## config.mk

```make
export PLATFORM = sky130hd
export DESIGN_NAME = uart_irq_scheduler
export DESIGN_NICKNAME = d
export VERILOG_FILES = /design/src/rtl/uart_irq_scheduler.sv
export SDC_FILE = /design/constraint.sdc
export NUM_CORES = 1
export LEC_CHECK = 0
export CAP_MARGIN = 15
export CORE_UTILIZATION = 49
export CTS_CLUSTER_SIZE = 8
export DETAILED_ROUTE_END_ITERATION = 7
export GPL_TIMING_DRIVEN = 0
export MAX_ROUTING_LAYER = met4
export PLACE_DENSITY = 0.79
export SLEW_MARGIN = 5
export SYNTH_ARGS = -nofsm -noshare
export SYNTH_HDL_FRONTEND = slang
export SYNTH_SLANG_ARGS = --single-unit
```

## constraint.sdc

```tcl
create_clock -name i_clk -period 3.1 [get_ports i_clk]
set_clock_uncertainty 0.05 [all_clocks]
set_input_delay 0.465 -clock i_clk [delete_from_list [all_inputs] [get_ports i_clk]]
set_output_delay 0.465 -clock i_clk [all_outputs]
set_load 0.05 [all_outputs]
```

## src/rtl/uart_irq_scheduler.sv

```systemverilog
// Edge-detecting sticky interrupt collector with masking, priority encode and coalescing hold-off.
// Pending is set on the sampling edge; id/irq follow one edge later (plus coalesce); no backpressure, clear is a W1C strobe.
module uart_irq_scheduler #(
  parameter int EVENTS  = 8,
  parameter int TIMER_W = 16,
  parameter int ID_W    = (EVENTS > 1) ? $clog2(EVENTS) : 1
) (
  input  logic                  i_clk,
  input  logic                  i_nrst,
  input  logic [EVENTS-1:0]     i_events,
  input  logic [2*EVENTS-1:0]   i_edge_sel,
  input  logic [EVENTS-1:0]     i_mask,
  input  logic                  i_clr_valid,
  input  logic [EVENTS-1:0]     i_clr_bits,
  input  logic [TIMER_W-1:0]    i_coalesce,
  output logic [EVENTS-1:0]     o_pending,
  output logic                  o_irq,
  output logic [ID_W-1:0]       o_irq_id,
  output logic                  o_irq_id_valid
);

  typedef enum logic [1:0] {IDLE, HOLD, ASSERT} state_t;

  state_t              state, state_nxt;
  logic [TIMER_W-1:0]  cnt, cnt_nxt;
  logic [EVENTS-1:0]   prev, pending, hit, rise, fall, mp, clr;
  logic                primed;
  logic [ID_W-1:0]     id_nxt, irq_id;
  logic                id_valid;

  assign rise = ~prev & i_events;
  assign fall = prev & ~i_events;
  assign clr  = i_clr_valid ? i_clr_bits : '0;
  assign mp   = pending & i_mask;

  // primed suppresses the spurious edge against the reset value of prev.
  always_comb begin
    hit = '0;
    for (int i = 0; i < EVENTS; i++) begin
      case (i_edge_sel[2*i +: 2])
        2'b01:   hit[i] = rise[i];
        2'b10:   hit[i] = fall[i];
        2'b11:   hit[i] = rise[i] | fall[i];
        default: hit[i] = 1'b0;
      endcase
    end
    if (!primed) hit = '0;
  end

  always_comb begin
    id_nxt = '0;
    for (int i = EVENTS - 1; i >= 0; i--) begin
      if (mp[i]) id_nxt = ID_W'(i);
    end
  end

  always_comb begin
    state_nxt = state;
    cnt_nxt   = cnt;
    case (state)
      IDLE: begin
        if (|mp) begin
          if (i_coalesce == '0) begin
            state_nxt = ASSERT;
          end else begin
            cnt_nxt   = i_coalesce - TIMER_W'(1);
            state_nxt = HOLD;
          end
        end
      end
      HOLD: begin
        if (!(|mp))          state_nxt = IDLE;
        else if (cnt == '0)  state_nxt = ASSERT;
        else                 cnt_nxt   = cnt - TIMER_W'(1);
      end
      ASSERT: begin
        if (!(|mp)) state_nxt = IDLE;
      end
      default: state_nxt = IDLE;
    endcase
  end

  always_ff @(posedge i_clk or negedge i_nrst) begin
    if (!i_nrst) begin
      prev     <= '0;
      primed   <= 1'b0;
      pending  <= '0;
      irq_id   <= '0;
      id_valid <= 1'b0;
      state    <= IDLE;
      cnt      <= '0;
    end else begin
      prev     <= i_events;
      primed   <= 1'b1;
      pending  <= (pending & ~clr) | hit;
      irq_id   <= id_nxt;
      id_valid <= |mp;
      state    <= state_nxt;
      cnt      <= cnt_nxt;
    end
  end

  assign o_pending      = pending;
  assign o_irq          = (state == ASSERT);
  assign o_irq_id       = irq_id;
  assign o_irq_id_valid = id_valid;

endmodule

```

==> results_dict.tcl, run 1 <==
set metrics [dict create \
    status "finished clean" \
    hp-class "flop to flop" \
    final_util 0.696 \
    syn2layout_area_growth_pct 32.7 \
    critPathKind "input port to flop" \
    vdd_drop_max_mv 0.413 \
    power_switching_mw 0.974 \
    post_cts_resized 0 \
    wl_mm 7.32 \
    max-slew-margin-rel 0.472 \
    p_sw_frac 0.440 \
    grt_pass1_vias 2678 \
    num_rows 26 \
    fin_crit_sh 0.937 \
    path_max_fanout 10 \
    cts_tree "done" \
    period_needed_ps 2900 \
    final_cells 474 \
    routedWlPerCell_um 15.4 \
    tightest_slew_ps 784 \
    netlist.area_leader.share 0.353 \
    clock-root-buffer "clkbuf_8" \
    netlist_instances 325 \
    portBuffers 70 \
    setup_tns_ps 0 \
    numCtsBuffers 5 \
    num_antenna_cells 0 \
    syn-cell-area_um2 2760 \
    syn_nets 401 \
    dieArea_um2 5940 \
    regArea_um2 976 \
    ff2ff_path_depth 9 \
    start_kind "input port" \
    num_vias 2771 \
    nets 479 \
    fmax_mhz 344 \
    dr.pass1.iters 5 \
    pwr-share-clk 0.165 \
    die_h_um 77.1 \
    place_congestion 0.948 \
    power_frac_comb 0.467 \
    cp-end-kind "flop" \
    final_antenna_net_count 0 \
    finalHoldViolCount 0 \
    grt_max_degree 29 \
    n_fill_cell 450 \
    grt-ovfl-total 0 \
    yosysWarnings 0 \
    antenna_found_initial 0 \
    place_inst 466 \
    synth_edf_count 0 \
    cts.sinks 39 \
    grt_pass1_wl_mm 12.5 \
    syn_area_per_cell_um2 8.50 \
    ys_async_sr_fraction 1.00 \
    cts_setup_buffers 0 \
    fin_ws_ps 196 \
    synth.distinct_cells 59 \
    synth_largest_area_cell "dfrtp_1" \
    finalSetupViolCount 0 \
    p_leak_nw 1.57 \
    synth-seq-cells 39 \
    intPower_mw 1.24 \
    drive_gt1_frac 0.0594 \
    dpl.hpwl_mm 5.66 \
    htreeDepth 2 \
    drv_cap 0 \
    synthTopCellsByArea "dfrtp_1 (35%), ha_1 (7.7%), mux2i_1 (6.2%)" \
    initial_core_util 0.524 \
    synth_ff_type "dfrtp_1" \
    clkSlewWorstSetupHoldPaths_ps 90 \
    cts_buffer_depth 2 \
    drc 0 \
    pre_cts_slack_ps -61.7 \
    powerDensity_nw_per_um2 605 \
    core_area_um2 5270 \
    io_pins 72 \
    clock_latency_ps 310 \
    crit_required_ps 3230 \
    multi_input_area_um2 1620 \
    cp.arrival_ps 3030 \
    grt.total_usage 0.271 \
    yosysSeqAreaShare 0.353 \
    rsz0062_at_grt "false" \
    drtIter0Drc 219 \
    viasPerCell 5.85 \
    report.final.slew_viol_count 0 \
    p_seq_frac 0.368 \
    min_path_cells 1 \
    die_w_um 77.1 \
]
-- cells in the final DEF (no fill, tap or decap), types with 8 or more instances in the layout --
master and n:
a21oi_1 11, ha_1 17, inv_1 28, a22o_1 12, nand3_1 8, o21ai_0 19
nor2_1 39, dfrtp_1 39, clkdlybuf4s50_1 69, mux2i_1 17, nand2_1 43
-- kinds of logic (layout without fill, tap and decap cells) --
family,after synthesis,after routing,synth area share
AOI/OAI and AO/OA,79,79,0.204
xor gates and xnor gates,1,1,0.00317
adders and majority gates,17,17,0.0770
buffers and inverters,41,120,0.0602
DFF,39,39,0.353
muxes,21,21,0.0802
other,1,1,0.00136
and+or+nand+nor,126,126,0.221
-- routing by layer --
layer  share of wire  routed length, µm  vias to the layer above  track usage
li1                -                  -                     1318            -
met1            0.44               3200                     1303        0.358
met2            0.47               3420                      133        0.422
met3           0.079                576                       17       0.0536
met4           0.017                125                        0       0.0774
met5               0                  0                        -            -
-- area by class of cell --
class	instances	share of cell area
Multi-Input combinational cell	245	0.442
Sequential cell	39	0.266
Timing Repair Buffer	72	0.198
Inverter	28	0.0287
Tap cell	70	0.0239
Clock buffer	5	0.0188
Buffer	12	0.0157
Clock inverter	3	0.00683
-- synth_stat cells (2+ instances only) --
master and number:
a22o_1 12, o21ai_0 19, and4_1 2, dfrtp_1 39, nor3_1 7, nand3_1 8, nand2b_1 2, o211ai_1 3
ha_1 17, buf_1 4, clkbuf_1 4, a21oi_1 11, nor2_1 39, or4_1 2, a32o_1 2, or3_1 2
nand4_1 3, nor4_1 7, a211oi_1 3, inv_1 28, nand2_1 43, a22oi_1 2, a2111oi_2 2, o22a_1 3
a31oi_1 4, mux2i_1 17, buf_2 4, nor2b_1 2, o21a_1 4
-- power groups by stage --
stage | registers [mW] | clock network, mW | logic, mW
finish | 0.815 | 0.365 | 1.04
detailed placement | 0.820 | 0 | 1.02
floorplan | 0.877 | 0 | 0.619
global route | 0.835 | 0.391 | 1.14
global placement | 0.817 | 0 | 0.998
CTS | 0.810 | 0.372 | 1.03
-- critical path, cell delays in order --
cell and delay [ps]:
clkdlybuf4s50_1 490, or4_1 530, nor4_1 400, nand3_1 200, o21ai_2 240, inv_1 160, clkbuf_1 280, nand4_1 170
o211ai_1 100
-- flip-flops by register name, indices dropped and copies added (netlist names) --
name	flops
prev	8
o_irq_id	3
o_irq_id_valid	1
primed	1
state	2
cnt	16
o_pending	8
-- per-stage QoR --
stage	total power [mW]	instance area, µm²	hold WS, ps
after floorplan	1.50	2760	119
after global routing	2.36	3670	537
after global placement	1.81	3550	464
final	2.22	3670	498
after detailed placement	1.84	3570	329
after CTS	2.21	3670	500
-- path summary, 6_finish.rpt --
check / startpoint / to / slack (ps)
setup / recovery: i_coalesce[4] / cnt[4] / 200
hold / removal: o_pending[0] / o_irq_id[0] / 500
setup reg to reg: state[0] / cnt[12] / 310
hold reg to reg: o_pending[0] / o_irq_id[0] / 500
max in group asynchronous: i_nrst / o_pending[1] / 2010
min in group asynchronous: i_nrst / prev[4] / 530
-- timing repair --
action / 4_1_cts / 5_1_grt
endpoints found under the setup margin: 0 / 2
hold buffers: 1 / 0
endpoints found under the hold margin: 3 / 0
(Power assumes the default switching activity.)
==> run 2: changes to the inputs <==
- CAP_MARGIN: 15 -> default
- SKIP_LAST_GASP: default -> 1
==> results of run 2 <==
Same layout as run 1: the final DEF is identical, and so are final timing and power.
